### config.mk
export PLATFORM = sky130hd
export DESIGN_NAME = snn_step_scheduler_flat
export DESIGN_NICKNAME = d
export VERILOG_FILES = /design/src/rtl/snn_step_scheduler_if.sv /design/src/rtl/snn_step_scheduler.sv /design/src/flat_wrapper.sv
export SDC_FILE = /design/constraint.sdc
export NUM_CORES = 1
export LEC_CHECK = 0
export ABC_AREA = 1
export CAP_MARGIN = 20
export CORE_UTILIZATION = 29
export DETAILED_ROUTE_END_ITERATION = 6
export GPL_TIMING_DRIVEN = 0
export SYNTH_ARGS = -nofsm -noshare
export SYNTH_HDL_FRONTEND = slang
export SYNTH_SLANG_ARGS = --single-unit
### constraint.sdc
create_clock -name clk -period 2.15 [get_ports clk]
set_input_delay 0.43 -clock clk [delete_from_list [all_inputs] [get_ports clk]]
set_output_delay 0.43 -clock clk [all_outputs]
set_load 0.1 [all_outputs]
### src/rtl/snn_step_scheduler_if.sv
// snn_step_scheduler_if -- host/decoder-facing signals of the SNN timestep
// scheduler.
//   master : drives start, num_steps, accu_fin, ack; observes status
//   slave  : the scheduler itself
//   start      run request (honoured only in IDLE)
//   num_steps  timesteps to run, captured on accepted start
//   accu_fin   synaptic accumulation complete
//   ack        host acknowledge of DONE
//   state      3-bit state code
//   step_cnt   completed timesteps in current / last run
//   busy       high except in IDLE and DONE
//   step_pulse one-cycle pulse per completed timestep
//   timeout    sticky SYN_ACCU watchdog flag
interface snn_step_scheduler_if #(
   parameter int STEP_W = 8
);
   logic              start;
   logic [STEP_W-1:0] num_steps;
   logic              accu_fin;
   logic              ack;
   logic [2:0]        state;
   logic [STEP_W-1:0] step_cnt;
   logic              busy;
   logic              step_pulse;
   logic              timeout;

   modport master (
      output start, num_steps, accu_fin, ack,
      input  state, step_cnt, busy, step_pulse, timeout
   );

   modport slave (
      input  start, num_steps, accu_fin, ack,
      output state, step_cnt, busy, step_pulse, timeout
   );
endinterface

### src/rtl/snn_step_scheduler.sv
// snn_step_scheduler -- sequences each SNN timestep through
// SET -> SYN_ACCU -> DECAY -> PDE -> FINISH, repeats for num_steps timesteps,
// then parks in DONE until the host acknowledges.
//   clk  : rising-edge clock
//   rst  : synchronous, active-low reset
//   bus  : snn_step_scheduler_if.slave (start/num_steps/accu_fin/ack in,
//          state/step_cnt/busy/step_pulse/timeout out)
// Optional feature: define SNN_STEP_TIMEOUT_EN to compile in the SYN_ACCU
// watchdog (TIMEOUT_CYC cycles). Without it SYN_ACCU waits forever and
// timeout is tied low.
// All outputs come straight from registers; state is the FSM register itself.
module snn_step_scheduler #(
   parameter int STEP_W      = 8,
   parameter int DECAY_CYC   = 4,
   parameter int PDE_CYC     = 2,
   parameter int TIMEOUT_CYC = 255
) (
   input logic                 clk,
   input logic                 rst,
   snn_step_scheduler_if.slave bus
);
   typedef enum logic [2:0] {
      S_IDLE     = 3'b000,
      S_SET      = 3'b001,
      S_SYN_ACCU = 3'b010,
      S_DECAY    = 3'b011,
      S_PDE      = 3'b100,
      S_FINISH   = 3'b101,
      S_DONE     = 3'b110
   } state_t;

   // dwell counter must reach the largest of the timed intervals
   localparam int DW_MAX0 = (DECAY_CYC > PDE_CYC) ? DECAY_CYC : PDE_CYC;
   localparam int DW_MAX  = (DW_MAX0 > TIMEOUT_CYC) ? DW_MAX0 : TIMEOUT_CYC;
   localparam int DW_W    = $clog2(DW_MAX + 1);

   state_t            state_q, state_d;
   logic [DW_W-1:0]   dwell_q;
   logic [STEP_W-1:0] num_q, cnt_q;
   logic [STEP_W:0]   cnt_inc;
   logic              busy_q, pulse_q;
   logic              accept;
   logic              dwell_run;

   // extra bit so the terminal-count compare can never alias on wrap
   assign cnt_inc = {1'b0, cnt_q} + (STEP_W+1)'(1);

`ifdef SNN_STEP_TIMEOUT_EN
   logic to_q, to_fire;
`endif

   always_comb begin
      state_d   = state_q;
      accept    = 1'b0;
      dwell_run = 1'b0;
`ifdef SNN_STEP_TIMEOUT_EN
      to_fire   = 1'b0;
`endif
      case (state_q)
         S_IDLE: begin
            if (bus.start && (bus.num_steps != '0)) begin
               accept  = 1'b1;
               state_d = S_SET;
            end
         end
         S_SET: state_d = S_SYN_ACCU;
         S_SYN_ACCU: begin
`ifdef SNN_STEP_TIMEOUT_EN
            dwell_run = 1'b1;
            // a real accu_fin on the last allowed cycle is not a timeout
            if (bus.accu_fin)
               state_d = S_DECAY;
            else if (dwell_q == DW_W'(TIMEOUT_CYC - 1)) begin
               state_d = S_DECAY;
               to_fire = 1'b1;
            end
`else
            if (bus.accu_fin) state_d = S_DECAY;
`endif
         end
         S_DECAY: begin
            dwell_run = 1'b1;
            if (dwell_q == DW_W'(DECAY_CYC - 1)) state_d = S_PDE;
         end
         S_PDE: begin
            dwell_run = 1'b1;
            if (dwell_q == DW_W'(PDE_CYC - 1)) state_d = S_FINISH;
         end
         S_FINISH: state_d = (cnt_inc == {1'b0, num_q}) ? S_DONE : S_SET;
         S_DONE: begin
            // start is never looked at here, so ack always wins
            if (bus.ack) state_d = S_IDLE;
         end
         default: state_d = S_IDLE;   // unused code 3'b111 recovers
      endcase
   end

   always_ff @(posedge clk) begin
      if (!rst) begin
         state_q <= S_IDLE;
         dwell_q <= '0;
         num_q   <= '0;
         cnt_q   <= '0;
         busy_q  <= 1'b0;
         pulse_q <= 1'b0;
      end else begin
         state_q <= state_d;
         if (state_d != state_q) dwell_q <= '0;
         else if (dwell_run)     dwell_q <= dwell_q + DW_W'(1);
         busy_q  <= !((state_d == S_IDLE) || (state_d == S_DONE));
         pulse_q <= (state_d == S_FINISH);
         if (accept) begin
            num_q <= bus.num_steps;
            cnt_q <= '0;
         end else if (state_q == S_FINISH) begin
            cnt_q <= cnt_inc[STEP_W-1:0];
         end
      end
   end

`ifdef SNN_STEP_TIMEOUT_EN
   always_ff @(posedge clk) begin
      if (!rst)         to_q <= 1'b0;
      else if (accept)  to_q <= 1'b0;
      else if (to_fire) to_q <= 1'b1;
   end
   assign bus.timeout = to_q;
`else
   assign bus.timeout = 1'b0;
`endif

   assign bus.state      = state_q;
   assign bus.step_cnt   = cnt_q;
   assign bus.busy       = busy_q;
   assign bus.step_pulse = pulse_q;
endmodule

### src/flat_wrapper.sv
// flat-port wrapper written by rule: the top's interface ports become plain ports
module snn_step_scheduler_flat 
#(
   parameter int STEP_W      = 8,
   parameter int DECAY_CYC   = 4,
   parameter int PDE_CYC     = 2,
   parameter int TIMEOUT_CYC = 255
)
  (clk, rst, bus_start, bus_num_steps, bus_accu_fin, bus_ack, bus_state, bus_step_cnt, bus_busy, bus_step_pulse, bus_timeout);
  snn_step_scheduler_if #(.STEP_W(STEP_W)) bus_i ();
  input logic clk;
  input logic rst;
  input wire logic [$bits(bus_i.start)-1:0] bus_start;
  input wire logic [$bits(bus_i.num_steps)-1:0] bus_num_steps;
  input wire logic [$bits(bus_i.accu_fin)-1:0] bus_accu_fin;
  input wire logic [$bits(bus_i.ack)-1:0] bus_ack;
  output wire logic [$bits(bus_i.state)-1:0] bus_state;
  output wire logic [$bits(bus_i.step_cnt)-1:0] bus_step_cnt;
  output wire logic [$bits(bus_i.busy)-1:0] bus_busy;
  output wire logic [$bits(bus_i.step_pulse)-1:0] bus_step_pulse;
  output wire logic [$bits(bus_i.timeout)-1:0] bus_timeout;
  assign bus_i.start = bus_start;
  assign bus_i.num_steps = bus_num_steps;
  assign bus_i.accu_fin = bus_accu_fin;
  assign bus_i.ack = bus_ack;
  assign bus_state = bus_i.state;
  assign bus_step_cnt = bus_i.step_cnt;
  assign bus_busy = bus_i.busy;
  assign bus_step_pulse = bus_i.step_pulse;
  assign bus_timeout = bus_i.timeout;
  snn_step_scheduler #(.STEP_W(STEP_W), .DECAY_CYC(DECAY_CYC), .PDE_CYC(PDE_CYC), .TIMEOUT_CYC(TIMEOUT_CYC)) u_core (.clk(clk), .rst(rst), .bus(bus_i));
endmodule
# == Word level (Yosys, flattened, before mapping) ==
# Index checks and enable logic that the tools add are counted.
# op_classes
div_mod_pow,0
eq_ne,12
addsub,2
mux,10
order_cmp,0
reduce_logical,9
bitwise,1
shifts,0
mul,0
# ops
operator,n
$pmux W3 S7,1
$mux W3,6
$eq A3 B3 Y1 const B,5
$add A8 B1 Y9 const B,1
$eq A9 B8 Y1,1
$add A8 B1 Y8 const B,1
$eq A8 B1 Y1 const B,1
$eq A8 B2 Y1 const B,1
$reduce_bool A8 Y1,1
$eq A3 B2 Y1 const B,2
$logic_not A3 Y1,2
$reduce_or A2 Y1,3
$eq A3 B1 Y1 const B,1
$mux W1,3
$ne A3 B3 Y1,1
$logic_and A1 B1 Y1,1
$logic_not A1 Y1,1
$logic_or A1 B1 Y1,1
$not A1 Y1,1
# word_totals
mem_count,0
out_inout_bits,14
mem_bits_rw,0
elab_cells,40
regBits,29
in_bits,13
latch_bits,0
rom_bits,0

# == Logic depth before layout (Yosys ltp) ==
# Gate-level depths: netlist of the first run.
# logic_depth
word_depth,7
mapped_depth,16
mapped_depth_nobuf,16

# == Worst setup path before layout of the first run ==
# Ideal clock, no wire load.
# synth_path
kind,register to register
from,"register u_core.cnt_q[0], in the netlist u_core.bus.step_cnt[0]"
to,register u_core.dwell_q[0]
required_time_ns,2.077
setup_slack_ns,-0.466
arrival_time_ns,2.543
path_stages_with_launch,14
path_cell_list,dfxtp_1 > ha_1 > nand2_2 > clkinv_2 > nand3_1 > nand2_1 > nand2_1 > nand2_1 > nand3_1 > nor2_1 > nand3_1 > nand4_2 > nand2_4 > nor3_2
# synth_between
elab_chain_len,6
# synth_lines
element,line,source
"start, declared",snn_step_scheduler.sv:39,"logic [STEP_W-1:0] num_q, cnt_q;"
"start signal, assigned",snn_step_scheduler.sv:116,cnt_q <= cnt_inc[STEP_W-1:0];
$add A8 B1 Y9,snn_step_scheduler.sv:46,"assign cnt_inc = {1'b0, cnt_q} + (STEP_W+1)'(1);"
$eq A9 B8 Y1,snn_step_scheduler.sv:89,"S_FINISH: state_d = (cnt_inc == {1'b0, num_q}) ? S_DONE : S_SET;"
$mux W3,snn_step_scheduler.sv:89,
$pmux W3 S7,snn_step_scheduler.sv:59,case (state_q)
$ne A3 B3 Y1,snn_step_scheduler.sv:108,if (state_d != state_q) dwell_q <= '0;
$reduce_or A2 Y1 (no line),-,
"end signal, assigned",snn_step_scheduler.sv:109,else if (dwell_run) dwell_q <= dwell_q + DW_W'(1);
"end, declared",snn_step_scheduler.sv:38,logic [DW_W-1:0] dwell_q;
# No other way between the ends.
# A chain may end at the register's enable or synchronous reset.

# == Worst setup path after layout of the first run ==
# layout_path
from,"register u_core.cnt_q[3], in the netlist u_core.bus.step_cnt[3]"
to,output bus_step_cnt[3]
# layout_rtl
element,line,source
"end, declared",flat_wrapper.sv:18,output wire logic [$bits(bus_i.step_cnt)-1:0] bus_step_cnt;
# No word-level cell between the ends.

==> results.yml, run 1 <==
grt:
  grt_pass1_wl_mm: 6.47
  vias_in_the_first_global_route: 1500
  grt.total_usage_pct: 13.5
  antenna_found_initial: 0
  globalRoute.totalOverflow: 0
  pin_count_of_the_biggest_net_entering_global_routing: 11
power:
  peakVddDrop_mv: 0.216
  p_sw_w: 0.000379
  comb_power_share_pct: 19.2
  power-per-cell-area_nw_per_um2: 569
  p_int_w: 0.000867
  switching_share_pct: 30.4
  p_clk_share_pct: 34.6
  p_leak_nw: 0.979
  seq_power_share_pct: 46.2
  total_power_w: 0.00125
yosys:
  synth.ff_latch_count: 29
  synth.yosys.warnings: 0
  synth_fp_nets: 270
  yosysUniqueCellTypes: 31
  yosysSeqAreaShare_pct: 33.5
  synth_enable_flop_cells: 0
  postSynth.asyncResetShare_pct: 0
  synth_flop_cell: "sky130_fd_sc_hd__dfxtp_1"
  synthCells: 254
  post_synth.cell_area_avg_um2: 6.83
  synthesis.area_um2: 1730
finish:
  antenna_cells_inserted: 0
  final-instance-count-excl-fill: 360
  postLayoutCoreUtil_pct: 38.8
  stdcell_area_um2: 2190
  nets: 303
  final_layout_size_suffix_gt1_share_pct: 16.3
  area_growth_syn_to_layout_pct: 26.2
hold_path:
  min_path_type: "register to register"
cts:
  ctsHtreeMaxLevel: 2
  ctsLongestPathBuffers: 2
  clk_root_buffer_cell: "sky130_fd_sc_hd__clkbuf_8"
  clkLatencyLatePin_ps: 280
  total_clock_buffers_created_by_cts: 5
  cts_tree: "yes"
  clock_sink_count: 29
  cts-hold-fix-buffers: 0
  worst_setup_hold_path_clk_slew_ps: 60
route:
  detail_route.iter0.violations: 31
  wire_per_inst_um: 10.7
  vias_per_cell: 4.50
  post-route-drc-count: 0
  wl_mm: 3.84
  drtPass1Iterations: 4
  vias: 1621
  ant_nets: 0
floorplan:
  boundaryPins: 27
  initial_core_util_pct: 30.7
  die_w_um: 79.3
  dieHeight_um: 79.3
  site_rows: 27
  core_area_um2: 5640
  floorplan.die_area_um2: 6290
sta:
  final.period_utilization_pct: 93.5
  drv_slew: 0
  achievable-frequency_ghz: 0.498
  worst_slew_pin_slew_ps: 959
  fin_ws_ps: 140
  setup_viol: 0
  slew_headroom_pct: 36.0
  period_needed_ps: 2010
  hold_viol: 0
  timing.clock.skew_ps: 5.62
  setup_repair_after_global_routing_missed_its_margin: "false"
critical_path:
  worstPathBufferInverterCount: 1
  setup.worst_path.class: "register to output port"
  worst-endpoint-arrival_ps: 1580
  crit_path_cell_trace: "dlygate4sd2_1"
  worst-path-max-fanout: 8
  setup.worst_path.end_class: "output port"
  critPathRequiredTime_ps: 1720
  cpLargestDelayFamily: "buffers and inverters"
  critical_path.max_stage_delay_ps: 880
  cpMaxStageDelayCell: "sky130_fd_sc_hd__dlygate4sd2_1"
  startpoint_type: "register"
run:
  maxCapViolations: 0
placement:
  pre_cts_slack_ps: -216
  globalplace.congestion: 0.821
  dp_hpwl_mm: 2.99
  dp.cells: 351
  placement.cell_area_um2: 2090
  io_buffers: 25
outcome:
  status: "completed"
power groups by stage:
stage	Clock (W)	Combinational [W]	Sequential, W
floorplan	0	0.000125	0.000636
global placement	0	0.000239	0.000587
detailed placement	0	0.000241	0.000588
CTS	0.000445	0.000237	0.000576
global route	0.000475	0.000262	0.000578
finish	0.000431	0.000239	0.000576
worst paths after layout:
kind	start	to	slack, ps	depth (start not counted)
worst max-delay path	u_core.bus.step_cnt[3]	bus_step_cnt[3]	140	1
worst min-delay path	u_core.num_q[1]	u_core.num_q[1]	470	2
worst max register to register	u_core.bus.step_cnt[0]	u_core.dwell_q[7]	210	13
worst min register to register	u_core.num_q[1]	u_core.num_q[1]	470	2
logic make-up after synthesis:
logic type               share of synthesized area (%)
buffers and inverters                             9.81
XOR/XNOR                                          5.41
AO/OA/AOI/OAI                                     10.3
flip-flops                                        33.5
adder cells (fa/ha/maj)                           2.16
AND/OR/NAND/NOR                                   38.6
other                                            0.216
sequential cells by signal, indices dropped and copies added, names as in the netlist:
register / count
u_core.bus.step_pulse: 1
u_core.dwell_q: 8
u_core.num_q: 8
u_core.bus.state: 3
u_core.bus.busy: 1
u_core.bus.step_cnt: 8
stage by stage:
stage               hold slack, ps  TNS [ps]
floorplan                      444         0
global placement               458     -2950
detailed placement             468     -2940
CTS                            477         0
global route                   503         0
finish                         472         0
cell type report:
cell class / count / area, µm²
multi-input combinational: 181 / 1000
inverter: 40 / 151
fill: 599 / 3450
clock buffer: 8 / 80.1
tap: 72 / 90.1
timing repair buffer: 26 / 245
buffer: 4 / 18.8
sequential: 29 / 598
what timing repair did:
item / 4_1_cts / 5_1_grt
gates cloned: 0 / 0
resized for setup: 12 / 6
pin swaps: 0 / 1
setup endpoints to repair: 12 / 18
setup buffers: 0 / 1
per-layer routing:
| metal | vias to the layer above | track usage (%) | part of all wire, % |
|---|---|---|---|
| met3 | 5 | 3.10 | 3.1 |
| met1 | 717 | 15.8 | 47 |
| met5 | - | 0 | 0 |
| met4 | 0 | 6.00 | 1.3 |
| met2 | 22 | 23.2 | 48 |
| li1 | 877 | - | - |
layout by cell type, fill, tap and decap left out, types with 3 or more instances in the layout:
master / Yosys / final
sky130_fd_sc_hd__nor2_1: 32 / 31
sky130_fd_sc_hd__dfxtp_2: 0 / 8
sky130_fd_sc_hd__nand2_1: 52 / 52
sky130_fd_sc_hd__a211oi_1: 3 / 3
sky130_fd_sc_hd__clkdlybuf4s50_1: 0 / 12
sky130_fd_sc_hd__xor2_1: 6 / 6
sky130_fd_sc_hd__dfxtp_1: 29 / 19
sky130_fd_sc_hd__clkbuf_8: 0 / 5
sky130_fd_sc_hd__nand2_2: 8 / 8
sky130_fd_sc_hd__nand4_1: 3 / 3
sky130_fd_sc_hd__dlygate4sd2_1: 0 / 12
sky130_fd_sc_hd__o21ai_0: 12 / 12
sky130_fd_sc_hd__clkbuf_1: 3 / 6
sky130_fd_sc_hd__a21oi_1: 11 / 11
sky130_fd_sc_hd__inv_1: 38 / 38
sky130_fd_sc_hd__nor3_2: 8 / 8
sky130_fd_sc_hd__nand3_1: 26 / 25
synth_stat cells, types with 2 or more instances:
cell / instances / area [µm²]
sky130_fd_sc_hd__a21oi_1: 11 / 55.1
sky130_fd_sc_hd__nor3_2: 8 / 80.1
sky130_fd_sc_hd__o21ai_0: 12 / 60.1
sky130_fd_sc_hd__xnor2_1: 2 / 17.5
sky130_fd_sc_hd__nor2_1: 32 / 120
sky130_fd_sc_hd__dfxtp_1: 29 / 581
sky130_fd_sc_hd__ha_1: 3 / 37.5
sky130_fd_sc_hd__nand2_2: 8 / 50.1
sky130_fd_sc_hd__clkbuf_1: 3 / 11.3
sky130_fd_sc_hd__xor2_1: 6 / 52.6
sky130_fd_sc_hd__nand2_1: 52 / 195
sky130_fd_sc_hd__nand3_1: 26 / 130
sky130_fd_sc_hd__nor3_1: 2 / 10.0
sky130_fd_sc_hd__inv_1: 38 / 143
sky130_fd_sc_hd__a211oi_1: 3 / 22.5
sky130_fd_sc_hd__nand2_4: 2 / 22.5
sky130_fd_sc_hd__nand4_1: 3 / 18.8
No activity file was read; power rests on OpenSTA's default activity.
==> run 2: changes to the inputs <==
--- a/config.mk
+++ b/config.mk
@@ -7,6 +7,7 @@
 export LEC_CHECK = 0
 export ABC_AREA = 1
 export CAP_MARGIN = 20
+export CORE_ASPECT_RATIO = 1.1
 export CORE_UTILIZATION = 29
 export DETAILED_ROUTE_END_ITERATION = 6
 export GPL_TIMING_DRIVEN = 0
==> constraint.sdc (replaced) <==
create_clock -name clk -period 2.4 [get_ports clk]
set_input_delay 0.36 -clock clk [delete_from_list [all_inputs] [get_ports clk]]
set_output_delay 0.36 -clock clk [all_outputs]
set_load 0.1 [all_outputs]
==> run 2 against run 1 <==
  * Clock skew fell by 1.0 ps
  * Count of clock-buffer cells in the layout did not move
  * Via count shrank 0.99%
  * Worst setup slack got worse by 49 ps
  * Global-route usage is essentially flat
  * Clock power decreased by 10%
  * Register-to-register slack better by 190 ps
  * Core utilization fell by 1.3 points
  * Non-clock buffer count fell by 1
==> results.yml, run 2 (same netlist as run 1, synthesis figures left out) <==
outcome:
  status: "completed"
grt:
  grt.total_usage_pct: 13.4
  globalRoute.totalOverflow: 0
  grt_pass1_wl_mm: 6.27
  vias_in_the_first_global_route: 1455
  antenna_found_initial: 0
  pin_count_of_the_biggest_net_entering_global_routing: 11
finish:
  antenna_cells_inserted: 0
  area_growth_syn_to_layout_pct: 24.7
  final_layout_size_suffix_gt1_share_pct: 11.8
  postLayoutCoreUtil_pct: 37.5
  nets: 302
  final_cell_mix: "sky130_fd_sc_hd__nand2_1 (52), sky130_fd_sc_hd__inv_1 (38), sky130_fd_sc_hd__nor2_1 (32)"
  mostFrequentLayoutCell: "sky130_fd_sc_hd__nand2_1"
  final-instance-count-excl-fill: 364
  fill_cells: 605
critical_path:
  setup.worst_path.end_class: "output port"
  worst-path-max-fanout: 8
  cpLargestDelayFamily: "buffers and inverters"
  cpMaxStageDelayCell: "sky130_fd_sc_hd__clkdlybuf4s50_1"
  crit_path_cell_trace: "clkdlybuf4s50_1"
  critPathRequiredTime_ps: 2040
  setup.worst_path.class: "register to output port"
  critical_path.max_stage_delay_ps: 1190
  startpoint_type: "register"
  worst-endpoint-arrival_ps: 1950
  worstPathBufferInverterCount: 1
route:
  post-route-drc-count: 0
  wl_mm: 3.84
  ant_nets: 0
  vias_per_cell: 4.41
  vias: 1605
  detail_route.iter0.violations: 59
  drtPass1Iterations: 5
  wire_per_inst_um: 10.5
cts:
  total_clock_buffers_created_by_cts: 5
  cts-hold-fix-buffers: 0
  clk_root_buffer_cell: "sky130_fd_sc_hd__clkbuf_8"
  worst_setup_hold_path_clk_slew_ps: 60
  clock_sink_count: 29
  postCtsResizedCells: 0
  ctsHtreeMaxLevel: 2
  clkLatencyLatePin_ps: 280
  postCtsSetupBuffers: 0
  ctsLongestPathBuffers: 2
  cts_tree: "yes"
power:
  comb_power_share_pct: 19.1
  power-per-cell-area_nw_per_um2: 518
  seq_power_share_pct: 46.2
  p_leak_nw: 0.898
  p_clk_share_pct: 34.7
  total_power_w: 0.00112
  p_sw_w: 0.000340
  p_int_w: 0.000780
  peakVddDrop_mv: 0.209
  switching_share_pct: 30.4
sta:
  final.period_utilization_pct: 96.2
  achievable-frequency_ghz: 0.433
  finalHoldWorstSlack_ps: 477
  setup_tns_ps: 0
  hold_viol: 0
  setup_repair_after_global_routing_missed_its_margin: "false"
  slew_headroom_pct: 34.8
  timing.clock.skew_ps: 4.61
  drv_slew: 0
  worst_slew_pin_slew_ps: 975
  period_needed_ps: 2310
  setup_viol: 0
floorplan:
  core_area_um2: 5770
  initial_core_util_pct: 30.1
  floorplan.die_area_um2: 6290
  dieHeight_um: 83.1
  boundaryPins: 27
  site_rows: 29
  die_w_um: 75.7
placement:
  dp.cells: 356
  dp_hpwl_mm: 2.99
  globalplace.congestion: 0.822
  io_buffers: 25
hold_path:
  min_path_type: "register to register"
run:
  maxCapViolations: 0
-- run 2: cell types whose count changed in the layout (fill, tap and decap cells not counted), moves of 2 or more --
| cell | delta |
|---|---|
| sky130_fd_sc_hd__dlygate4sd2_1 | -12 |
| sky130_fd_sc_hd__clkdlybuf4s50_1 | +13 |
| sky130_fd_sc_hd__dfxtp_2 | -6 |
| sky130_fd_sc_hd__dfxtp_1 | +8 |
| sky130_fd_sc_hd__dfxtp_4 | -2 |
-- run 2: area by class of cell --
class                   count  area (µm²)  share of cell area, %
plain buffers               4        18.8                  0.868
clock buffers               8        80.1                   3.70
inverters                  40         151                   7.00
multi-input cells         181         983                   45.5
flip-flops and latches     29         583                   27.0
well taps                  77        96.3                   4.45
repair buffers             25         250                   11.6
-- run 2: worst reg2reg max path, stage by stage (launching register included) --
cell	delay, ps
sky130_fd_sc_hd__dfxtp_2	410
sky130_fd_sc_hd__ha_1	240
sky130_fd_sc_hd__nand3_1	150
sky130_fd_sc_hd__o21bai_2	190
sky130_fd_sc_hd__nand2_1	120
sky130_fd_sc_hd__nand2_1	70
sky130_fd_sc_hd__nand2_1	40
sky130_fd_sc_hd__nor2_1	110
sky130_fd_sc_hd__nand3_1	70
sky130_fd_sc_hd__nand2_1	60
sky130_fd_sc_hd__nand2_1	70
sky130_fd_sc_hd__nand2_2	100
sky130_fd_sc_hd__nand2_2	70
sky130_fd_sc_hd__nand2_4	140
sky130_fd_sc_hd__nor3_2	50
-- run 2: final timing paths --
path,from,to,slack [ps],cells past startpoint
worst min-delay path,u_core.num_q[1],u_core.num_q[1],480,2
worst min register to register,u_core.num_q[1],u_core.num_q[1],480,2
worst max register to register,u_core.bus.step_cnt[0],u_core.dwell_q[6],400,14
worst max-delay path,u_core.bus.step_cnt[2],bus_step_cnt[2],90,1
-- run 2: power by group through the flow --
stage / clock network [W] / logic [W] / registers (W)
floorplan: 0 / 0.000112 / 0.000571
global placement: 0 / 0.000214 / 0.000527
detailed placement: 0 / 0.000216 / 0.000528
CTS: 0.000401 / 0.000218 / 0.000518
global route: 0.000426 / 0.000238 / 0.000520
finish: 0.000388 / 0.000214 / 0.000518
-- run 2: metal layers --
metal	track usage, %	part of all wire [%]	vias to the layer above
li1	-	-	873
met1	15.0	44	702
met2	22.4	50	24
met3	5.10	3.7	6
met4	5.39	1.6	0
met5	0	0	-
-- run 2: stage by stage --
step / setup WS (ps) / cell area (µm²)
finish: 90.9 / 2160
global route: 22.3 / 2160
CTS: 82.7 / 2160
detailed placement: 58.8 / 2080
global placement: 68.3 / 2080
floorplan: 8.98 / 1740
==> run 3: changes to the inputs <==
--- a/config.mk
+++ b/config.mk
@@ -5,12 +5,12 @@
 export SDC_FILE = /design/constraint.sdc
 export NUM_CORES = 1
 export LEC_CHECK = 0
-export ABC_AREA = 1
 export CAP_MARGIN = 20
 export CORE_ASPECT_RATIO = 1.1
 export CORE_UTILIZATION = 29
 export DETAILED_ROUTE_END_ITERATION = 6
 export GPL_TIMING_DRIVEN = 0
+export PLACE_DENSITY = 0.52
 export SYNTH_ARGS = -nofsm -noshare
 export SYNTH_HDL_FRONTEND = slang
 export SYNTH_SLANG_ARGS = --single-unit
==> run 3 against run 2 <==
  * Register-to-register slack worse by 200 ps
  * First-iteration DRC count decreased by 6.8%
  * Synthesized cell count down 22%
  * Clock skew up 3.3 ps
  * Sequential power fell by 1%
  * Combinational power is 10% higher
  * Area after synthesis up 3.2%
  * Design area rose by 6.3%
  * Non-clock buffer count rose by 10
  * Clock power rose by 33%
==> results.yml, run 3 <==
cts:
  ctsLongestPathBuffers: 2
  clock_sink_count: 29
  clkLatencyLatePin_ps: 280
  cts_tree: "yes"
  ctsHtreeMaxLevel: 2
  total_clock_buffers_created_by_cts: 5
  clk_root_buffer_cell: "sky130_fd_sc_hd__clkbuf_8"
  worst_setup_hold_path_clk_slew_ps: 70
placement:
  globalplace.congestion: 0.820
  pre_cts_slack_ps: -159
  dp_hpwl_mm: 3.27
  io_buffers: 25
  dp.cells: 301
finish:
  final_cell_mix: "sky130_fd_sc_hd__clkdlybuf4s50_1 (25), sky130_fd_sc_hd__dfxtp_1 (19), sky130_fd_sc_hd__xor2_1 (12), sky130_fd_sc_hd__nor4_1 (12), sky130_fd_sc_hd__nor2_1 (12)"
  postLayoutCoreUtil_pct: 39.1
  area_growth_syn_to_layout_pct: 28.4
  mostFrequentLayoutCell: "sky130_fd_sc_hd__clkdlybuf4s50_1"
  final_layout_size_suffix_gt1_share_pct: 19.7
  antenna_cells_inserted: 0
  nets: 248
  final-instance-count-excl-fill: 310
yosys:
  synthCells: 199
  post_synth.cell_area_avg_um2: 9.00
  synth.yosys.warnings: 0
  synth_flop_cell: "sky130_fd_sc_hd__dfxtp_1"
  yosys.area.top_type: "sky130_fd_sc_hd__dfxtp_1"
  yosys-top-cells-area: "sky130_fd_sc_hd__dfxtp_1 (32%), sky130_fd_sc_hd__xor2_1 (5.9%), sky130_fd_sc_hd__nor4_1 (4.9%)"
  synthesis.area_um2: 1790
  yosysUniqueCellTypes: 61
  synth_commonest_cells: "sky130_fd_sc_hd__dfxtp_1 (29), sky130_fd_sc_hd__nor4_1 (14), sky130_fd_sc_hd__nor2_1 (12), sky130_fd_sc_hd__xor2_1 (12), sky130_fd_sc_hd__a21oi_1 (9)"
  yosysSeqAreaShare_pct: 32.4
  synth_largest_type_area_fraction_pct: 32.4
  synth_enable_flop_cells: 0
  postSynth.asyncResetShare_pct: 0
  synth_most_common_cell: "sky130_fd_sc_hd__dfxtp_1"
  synth.ff_latch_count: 29
  synth_fp_nets: 215
route:
  ant_nets: 0
  drtPass1Iterations: 4
  detail_route.iter0.violations: 55
  vias_per_cell: 5.10
  wl_mm: 4.30
  wire_per_inst_um: 13.9
  vias: 1582
  post-route-drc-count: 0
hold_path:
  min_path_type: "register to register"
  worstHoldEndpoint: "u_core.bus.step_cnt[1]"
  hold-path-cell-count: 2
  hold_path_startpoint: "u_core.bus.step_cnt[1]"
power:
  comb_power_share_pct: 18.6
  seq_power_share_pct: 40.5
  peakVddDrop_mv: 0.210
  p_leak_nw: 0.776
  power-per-cell-area_nw_per_um2: 551
  p_clk_share_pct: 40.8
  switching_share_pct: 28.7
  p_sw_w: 0.000364
  p_int_w: 0.000903
critical_path:
  startpoint_type: "register"
  rr_worst_depth: 5
  worstPathBufferInverterCount: 1
  setup.worst_path.class: "register to output port"
  critPathRequiredTime_ps: 2040
  worst-path-max-fanout: 5
  cpMaxStageDelayCell: "sky130_fd_sc_hd__clkdlybuf4s50_1"
  cpLargestDelayFamily: "buffers and inverters"
  worst-endpoint-arrival_ps: 1890
  reg2reg_to: "u_core.dwell_q[0]"
  critical_path.max_stage_delay_ps: 1170
  worst_r2r_startpoint: "u_core.dwell_q[6]"
  ff2ff_setup_slack_ps: 200
  setup.worst_path.end_class: "output port"
  crit_path_cell_trace: "clkdlybuf4s50_1"
run:
  maxCapViolations: 0
sta:
  finalHoldWorstSlack_ps: 491
  period_needed_ps: 2250
  drv_slew: 0
  achievable-frequency_ghz: 0.445
  slew_headroom_pct: 35.0
  worst_slew_pin_slew_ps: 971
  setup_viol: 0
  setup_repair_after_global_routing_missed_its_margin: "false"
  timing.clock.skew_ps: 7.86
  hold_viol: 0
  final.period_utilization_pct: 93.6
  fin_ws_ps: 155
grt:
  globalRoute.totalOverflow: 0
  antenna_found_initial: 0
  grt.total_usage_pct: 14.1
  pin_count_of_the_biggest_net_entering_global_routing: 12
  grt_pass1_wl_mm: 7.20
  vias_in_the_first_global_route: 1485
outcome:
  status: "completed"
floorplan:
  site_rows: 29
  boundaryPins: 27
  core_area_um2: 5880
  dieHeight_um: 84.4
  die_w_um: 76.9
  floorplan.die_area_um2: 6490
  initial_core_util_pct: 30.5
run 3: changes by cell type in the layout (fill, tap and decap cells not counted), moves of 7 or more:
cell / change
sky130_fd_sc_hd__dfxtp_1: -8
sky130_fd_sc_hd__dfxtp_2: +8
sky130_fd_sc_hd__inv_1: -31
sky130_fd_sc_hd__nand2_1: -45
sky130_fd_sc_hd__nand2_2: -8
sky130_fd_sc_hd__nand3_1: -20
sky130_fd_sc_hd__nor2_1: -20
sky130_fd_sc_hd__nor2b_1: +8
sky130_fd_sc_hd__nor3_2: -8
sky130_fd_sc_hd__nor4_1: +12
sky130_fd_sc_hd__o21ai_0: -7
run 3: how the worst max path moves through the flow:
stage / start / cells after the start / slack (ps) / endpoint
after global placement: bus_num_steps[0] / 8 / -180 / u_core.dwell_q[0]
final: u_core.bus.step_cnt[7] / 1 / 150 / bus_step_cnt[7]
after detailed placement: bus_start / 8 / -160 / u_core.dwell_q[1]
after CTS: u_core.bus.step_cnt[7] / 1 / 140 / bus_step_cnt[7]
after floorplan: u_core.bus.step_cnt[2] / 6 / 40 / u_core.bus.state[1]
after global routing: bus_num_steps[3] / 8 / 5 / u_core.dwell_q[0]
run 3: cell families after synthesis:
group                      share of synthesized area [%]
muxes                                               3.42
adders and majority gates                           2.10
xor gates and xnor gates                            9.78
and+or+nand+nor                                     27.2
AOI/OAI and AO/OA                                   18.9
other                                              0.209
buffers and inverters                               5.94
DFF                                                 32.4
run 3: power by group through the flow:
| stage | combinational (W) | sequential, W | clock (W) |
|---|---|---|---|
| after floorplan | 0.000130 | 0.000562 | 0 |
| after global placement | 0.000232 | 0.000524 | 0 |
| after detailed placement | 0.000233 | 0.000524 | 0 |
| after CTS | 0.000233 | 0.000513 | 0.000531 |
| after global routing | 0.000255 | 0.000517 | 0.000560 |
| final | 0.000236 | 0.000513 | 0.000517 |
run 3: area by class of cell:
class / instances / area [µm²]
flip-flops and latches: 29 / 593
repair buffers: 26 / 258
fillers: 597 / 3580
multi-input cells: 150 / 1130
plain buffers: 13 / 80.1
clock buffers: 5 / 68.8
inverters: 7 / 26.3
clock inverters: 3 / 46.3
well taps: 77 / 96.3
run 3: repair_timing:
| item | 4_1_cts | 5_1_grt |
|---|---|---|
| setup endpoints to repair | 0 | 8 |
| resized for setup | 0 | 4 |
| setup buffers | 0 | 1 |
| hold buffers | 0 | 0 |
run 3: metal layers:
layer	part of all wire, %	global-route usage (%)	vias to the layer above	wire length, µm
met2	48	22.9	20	2060
met4	1.7	5.59	0	71
met5	0	0	-	0
met1	48	18.1	746	2060
li1	-	-	807	-
met3	2.4	2.93	9	104
run 3: metrics by stage:
step / power [W] / instance area (µm²) / setup TNS, ps
finish: 0.00127 / 2300 / 0
global route: 0.00133 / 2300 / 0
CTS: 0.00128 / 2260 / 0
detailed placement: 0.000757 / 2150 / -1270
global placement: 0.000756 / 2150 / -1380
floorplan: 0.000692 / 1800 / 0
==> RTL change 1: new RTL, flow settings as in run 1 <==
Build with the macro `SNN_STEP_TIMEOUT_EN` defined.
--- a/src/rtl/snn_step_scheduler.sv
+++ b/src/rtl/snn_step_scheduler.sv
@@ -10,4 +10,6 @@
 // timeout is tied low.
 // All outputs come straight from registers; state is the FSM register itself.
+`define SNN_STEP_TIMEOUT_EN
+
 module snn_step_scheduler #(
    parameter int STEP_W      = 8,
Function: same outputs for any inputs over 10 cycles, from zero or initial values and one cycle with rst low; that may be too few to reach the edited logic, so the function may still have changed.
==> RTL change 1 against run 1 <==
Power increased by 3.3%. Sequential cell count grew 1. Global-route usage shrank 0.64 points. Final area is 4.6% lower. Wire length down 6.8%. Area after synthesis down 5.1%. Hold slack improved by 0.0090 ns. Setup slack worse by 0.037 ns. Sequential share of layout area rose by 2.0 points. Critical path type unchanged. Largest cell class unchanged. Largest power group unchanged. Highest routed layer unchanged.
==> RTL change 1: results (changes against run 1) <==
[outcome]
status = complete, no violations

[logic_synthesis]
yosys-top-cells-area = dfxtp_1, nand2_1, inv_1
synth_nets = 268  ; -0.74%
synth.distinct_cells = 24  ; -23%
synth_common_cells = nand2_1, inv_1, nor2_1, dfxtp_1, nand3_1
synthFlopType = dfxtp_1
synth-xor-area-share_pct = 4.79  ; -0.62 points
synth_fa_ha_area_share_pct = 3.04  ; +0.88 points
yosysSeqAreaShare_pct = 36.5  ; +3.0 points
synth_compound_area_share_pct = 10.6  ; +0.25 points
synth.avg_cell_area_um2 = 6.56  ; -4.0%

[sta]
final.setup_skew_ns = 0.00461  ; -0.00101 ns
tightest_slew_ns = 0.960  ; +0.00188 ns

[power_and_ir_drop]
max-vdd-ir-drop_mv = 0.283  ; +31%
p_clk_share_pct = 32.4  ; -2.2 points
power_leakage_nw = 0.920  ; -6.1%
finalPower_mw = 1.29  ; +3.3%
p_comb_share_pct = 20.2  ; +1.0 points
internal_power_mw = 0.893  ; +3.0%

[cells_and_area]
nets = 301  ; -0.66%
post_layout_nonfiller_instances = 356  ; -1.1%
fill_cells = 604  ; +0.83%
final_layout_size_suffix_gt1_share_pct = 8.10  ; -8.2 points

[placed_design]
dp_hpwl_mm = 2.80  ; -6.5%
place_congestion = 0.826  ; +0.62%
place_area_mm2 = 0.00201  ; -4.1%
portBuffers = 26  ; +4.0%
dp.cells = 349  ; -0.57%
dp_worst_setup_slack_ns = -0.0420  ; +0.174 ns

[global_route]
grt_pass1_vias = 1382  ; -7.9%
grt_max_degree = 11  ; unchanged
grt_pass1_wl_mm = 6.05  ; -6.4%
track_usage_pct = 12.8  ; -0.64 points

[critical_path]
slowest_stage = dlygate4sd2_1
crit_family = buffers and inverters
cp_data_arrival_time_ns = 1.62  ; +0.04 ns
crit_path_max_fanout = 7  ; -1

[clocking]
clk_transition_reported_paths_ns = 0.06  ; about the same
cts_buffers = 5  ; unchanged

[route]
wl_mm = 3.58  ; -6.8%
routed-via-count = 1577  ; -2.7%
drt_iter0_markers = 99  ; +220%

[min_path]
min_path_type = register to register

[RTL change 1: cell count changes after synthesis, moves of 3 or more]
cell,before,now
a211oi_1,3,0
a21oi_1,11,18
nand2_1,52,49
nand2_2,8,0
nand4_1,3,7
nor2_1,32,36
nor3_2,8,0
[RTL change 1: logic make-up (layout without fill, tap and decap cells)]
family          Yosys count  in the layout
compound gates           34             34
xor+xnor                  9              9
fa+ha+maj                 4              4
buf+inv                  45             78
flops                    30             30
simple gates            129            129
[RTL change 1: timing repair]
item / CTS / global route
endpoints found under the setup margin: 14 / 9
pin swaps: 0 / 2
gates resized for setup: 14 / 6
setup buffers: 0 / 0
[RTL change 1: per-layer routing]
layer | vias up | track usage [%] | part of all wire (%)
met5 | - | 0 | 0
met4 | 0 | 5.09 | 1.7
met3 | 6 | 3.81 | 5.9
met2 | 38 | 19.2 | 42
met1 | 668 | 17.1 | 51
li1 | 865 | - | -
[RTL change 1: area by class of cell]
cell class                 count  area [µm²]  area share (%)
sequential                    30         613            29.4
timing repair buffer          26         243            11.6
tap                           72        90.1            4.31
multi-input combinational    176         896            42.9
clock buffer                   7        76.3            3.65
buffer                         4        16.3           0.779
inverter                      41         154            7.37
[RTL change 1: final timing paths]
path | slack [ns] | cells past startpoint | startpoint | end
worst min register to register | 0.48 | 2 | u_core.num_q[7] | u_core.num_q[7]
worst max-delay path | 0.10 | 1 | u_core.bus.state[0] | bus_state[0]
worst max register to register | 0.27 | 10 | u_core.bus.step_cnt[0] | u_core.dwell_q[7]
worst min-delay path | 0.48 | 2 | u_core.num_q[7] | u_core.num_q[7]
==> RTL change 2: new RTL, settings of run 1 <==
Without the edit above. `TIMEOUT_CYC` is set to 255 in 2 places; all go to 510.
--- a/src/rtl/snn_step_scheduler.sv
+++ b/src/rtl/snn_step_scheduler.sv
@@ -14,5 +14,5 @@
    parameter int DECAY_CYC   = 4,
    parameter int PDE_CYC     = 2,
-   parameter int TIMEOUT_CYC = 255
+   parameter int TIMEOUT_CYC = 510
 ) (
    input logic                 clk,
--- a/src/flat_wrapper.sv
+++ b/src/flat_wrapper.sv
@@ -5,5 +5,5 @@
    parameter int DECAY_CYC   = 4,
    parameter int PDE_CYC     = 2,
-   parameter int TIMEOUT_CYC = 255
+   parameter int TIMEOUT_CYC = 510
 )
   (clk, rst, bus_start, bus_num_steps, bus_accu_fin, bus_ack, bus_state, bus_step_cnt, bus_busy, bus_step_pulse, bus_timeout);
Behaviour: same outputs for any inputs over 10 cycles, from zero or initial values and one cycle with rst low; that may be too few to reach the edited logic, so the function may still have changed.
==> RTL change 2 against run 1 <==
Wire length up 1.2%. Power rose by 6.1%. Area after synthesis is 5.2% higher. Clock power is 2% higher. Final area grew 3.1%. Setup slack got worse by 0.018 ns. Sequential cell count grew 1. Count of clock-buffer cells in the layout stayed put. Critical endpoint is now bus_step_cnt[7].
==> RTL change 2: results (changes against run 1) <==
[logic_synthesis]
synth_fa_ha_area_share_pct = 2.06  ; -0.11 points
synth.avg_cell_area_um2 = 7.33  ; +7.3%
synth_common_cells = nand2_1, inv_1, dfxtp_1, nor2_1, o21ai_0
synth_nets = 265  ; -1.9%
yosysSeqAreaShare_pct = 32.9  ; -0.56 points
yosys-top-cells-area = dfxtp_1, nand2_1, inv_1
synth_compound_area_share_pct = 9.53  ; -0.78 points

[power_and_ir_drop]
power_leakage_nw = 0.992  ; +1.3%
switching_share_pct = 31.9  ; +1.5 points
p_comb_share_pct = 21.3  ; +2.1 points
p_seq_share_pct = 45.5  ; -0.7 points
max-vdd-ir-drop_mv = 0.356  ; +65%
comb_cell_power_mw = 0.282  ; +18%

[route]
drt_iter0_markers = 42  ; +35%
routed-via-count = 1609  ; -0.74%
wl_met2_mm = 1.74  ; -6.1%
drt-met1-wl_mm = 1.94  ; +6.9%
met3_wirelength_um = 161  ; +34%
wl_mm = 3.88  ; +1.2%
detail_route.wl_per_cell_um = 10.9  ; +2.1%

[cells_and_area]
multi_input_area_mm2 = 0.00105  ; +4.5%
fill_cells = 643  ; +7.3%
nets = 297  ; -2.0%

[min_path]
hold_path.startpoint = u_core.num_q[3]

[critical_path]
rr_worst_depth = 12  ; -1
crit_path_max_fanout = 6  ; -2
crit_start = u_core.bus.step_cnt[7]
crit_end = bus_step_cnt[7]

[global_route]
track_usage_pct = 13.4  ; -0.11 points
grt_pass1_wl_mm = 6.76  ; +4.6%
grt_use_met3_pct = 3.03  ; -0.070 points
grt_pass1_vias = 1538  ; +2.5%
grt_util_met2_pct = 20.8  ; -2.4 points
gr-usage-met1_pct = 17.9  ; +2.1 points

[sta]
final.setup_skew_ns = 0.00684  ; +0.00122 ns
fin_crit_sh_pct = 94.3  ; +0.82 points
hold_ws_ns = 0.477  ; +0.00471 ns
tightest_slew_ns = 0.961  ; +0.00203 ns

[placed_design]
place_congestion = 0.832  ; +1.3%
portBuffers = 25  ; unchanged
place_area_mm2 = 0.00219  ; +4.5%
dp_hpwl_mm = 2.99  ; about the same
dp.cells = 349  ; -0.57%

[outcome]
status = complete, no violations

==> RTL change 2: cell types whose count changed in the layout (fill, tap and decap cells not counted), moves of 7 or more <==
cell,change
nor2_2,+10
nand2_1,-15
nor3_2,-7
nor2_1,-7
nand3_1,-9
==> RTL change 2: cell families (layout without fill, tap and decap cells) <==
logic type,count (synthesis),count (layout)
flops,30,30
compound gates,32,32
simple gates,128,128
xor+xnor,12,12
other cells,1,1
fa+ha+maj,3,3
buf+inv,43,76
==> RTL change 2: cell type report <==
class / instances / share of cell area, %
plain buffers: 6 / 1.66
clock buffers: 8 / 3.55
inverters: 37 / 6.16
multi-input cells: 176 / 46.5
flip-flops and latches: 30 / 27.4
well taps: 75 / 4.16
repair buffers: 25 / 10.5
==> RTL change 2: repair_timing <==
item / in CTS / in global routing
endpoints found under the setup margin: 12 / 4
gates resized for setup: 12 / 2
pin swaps: 0 / 0
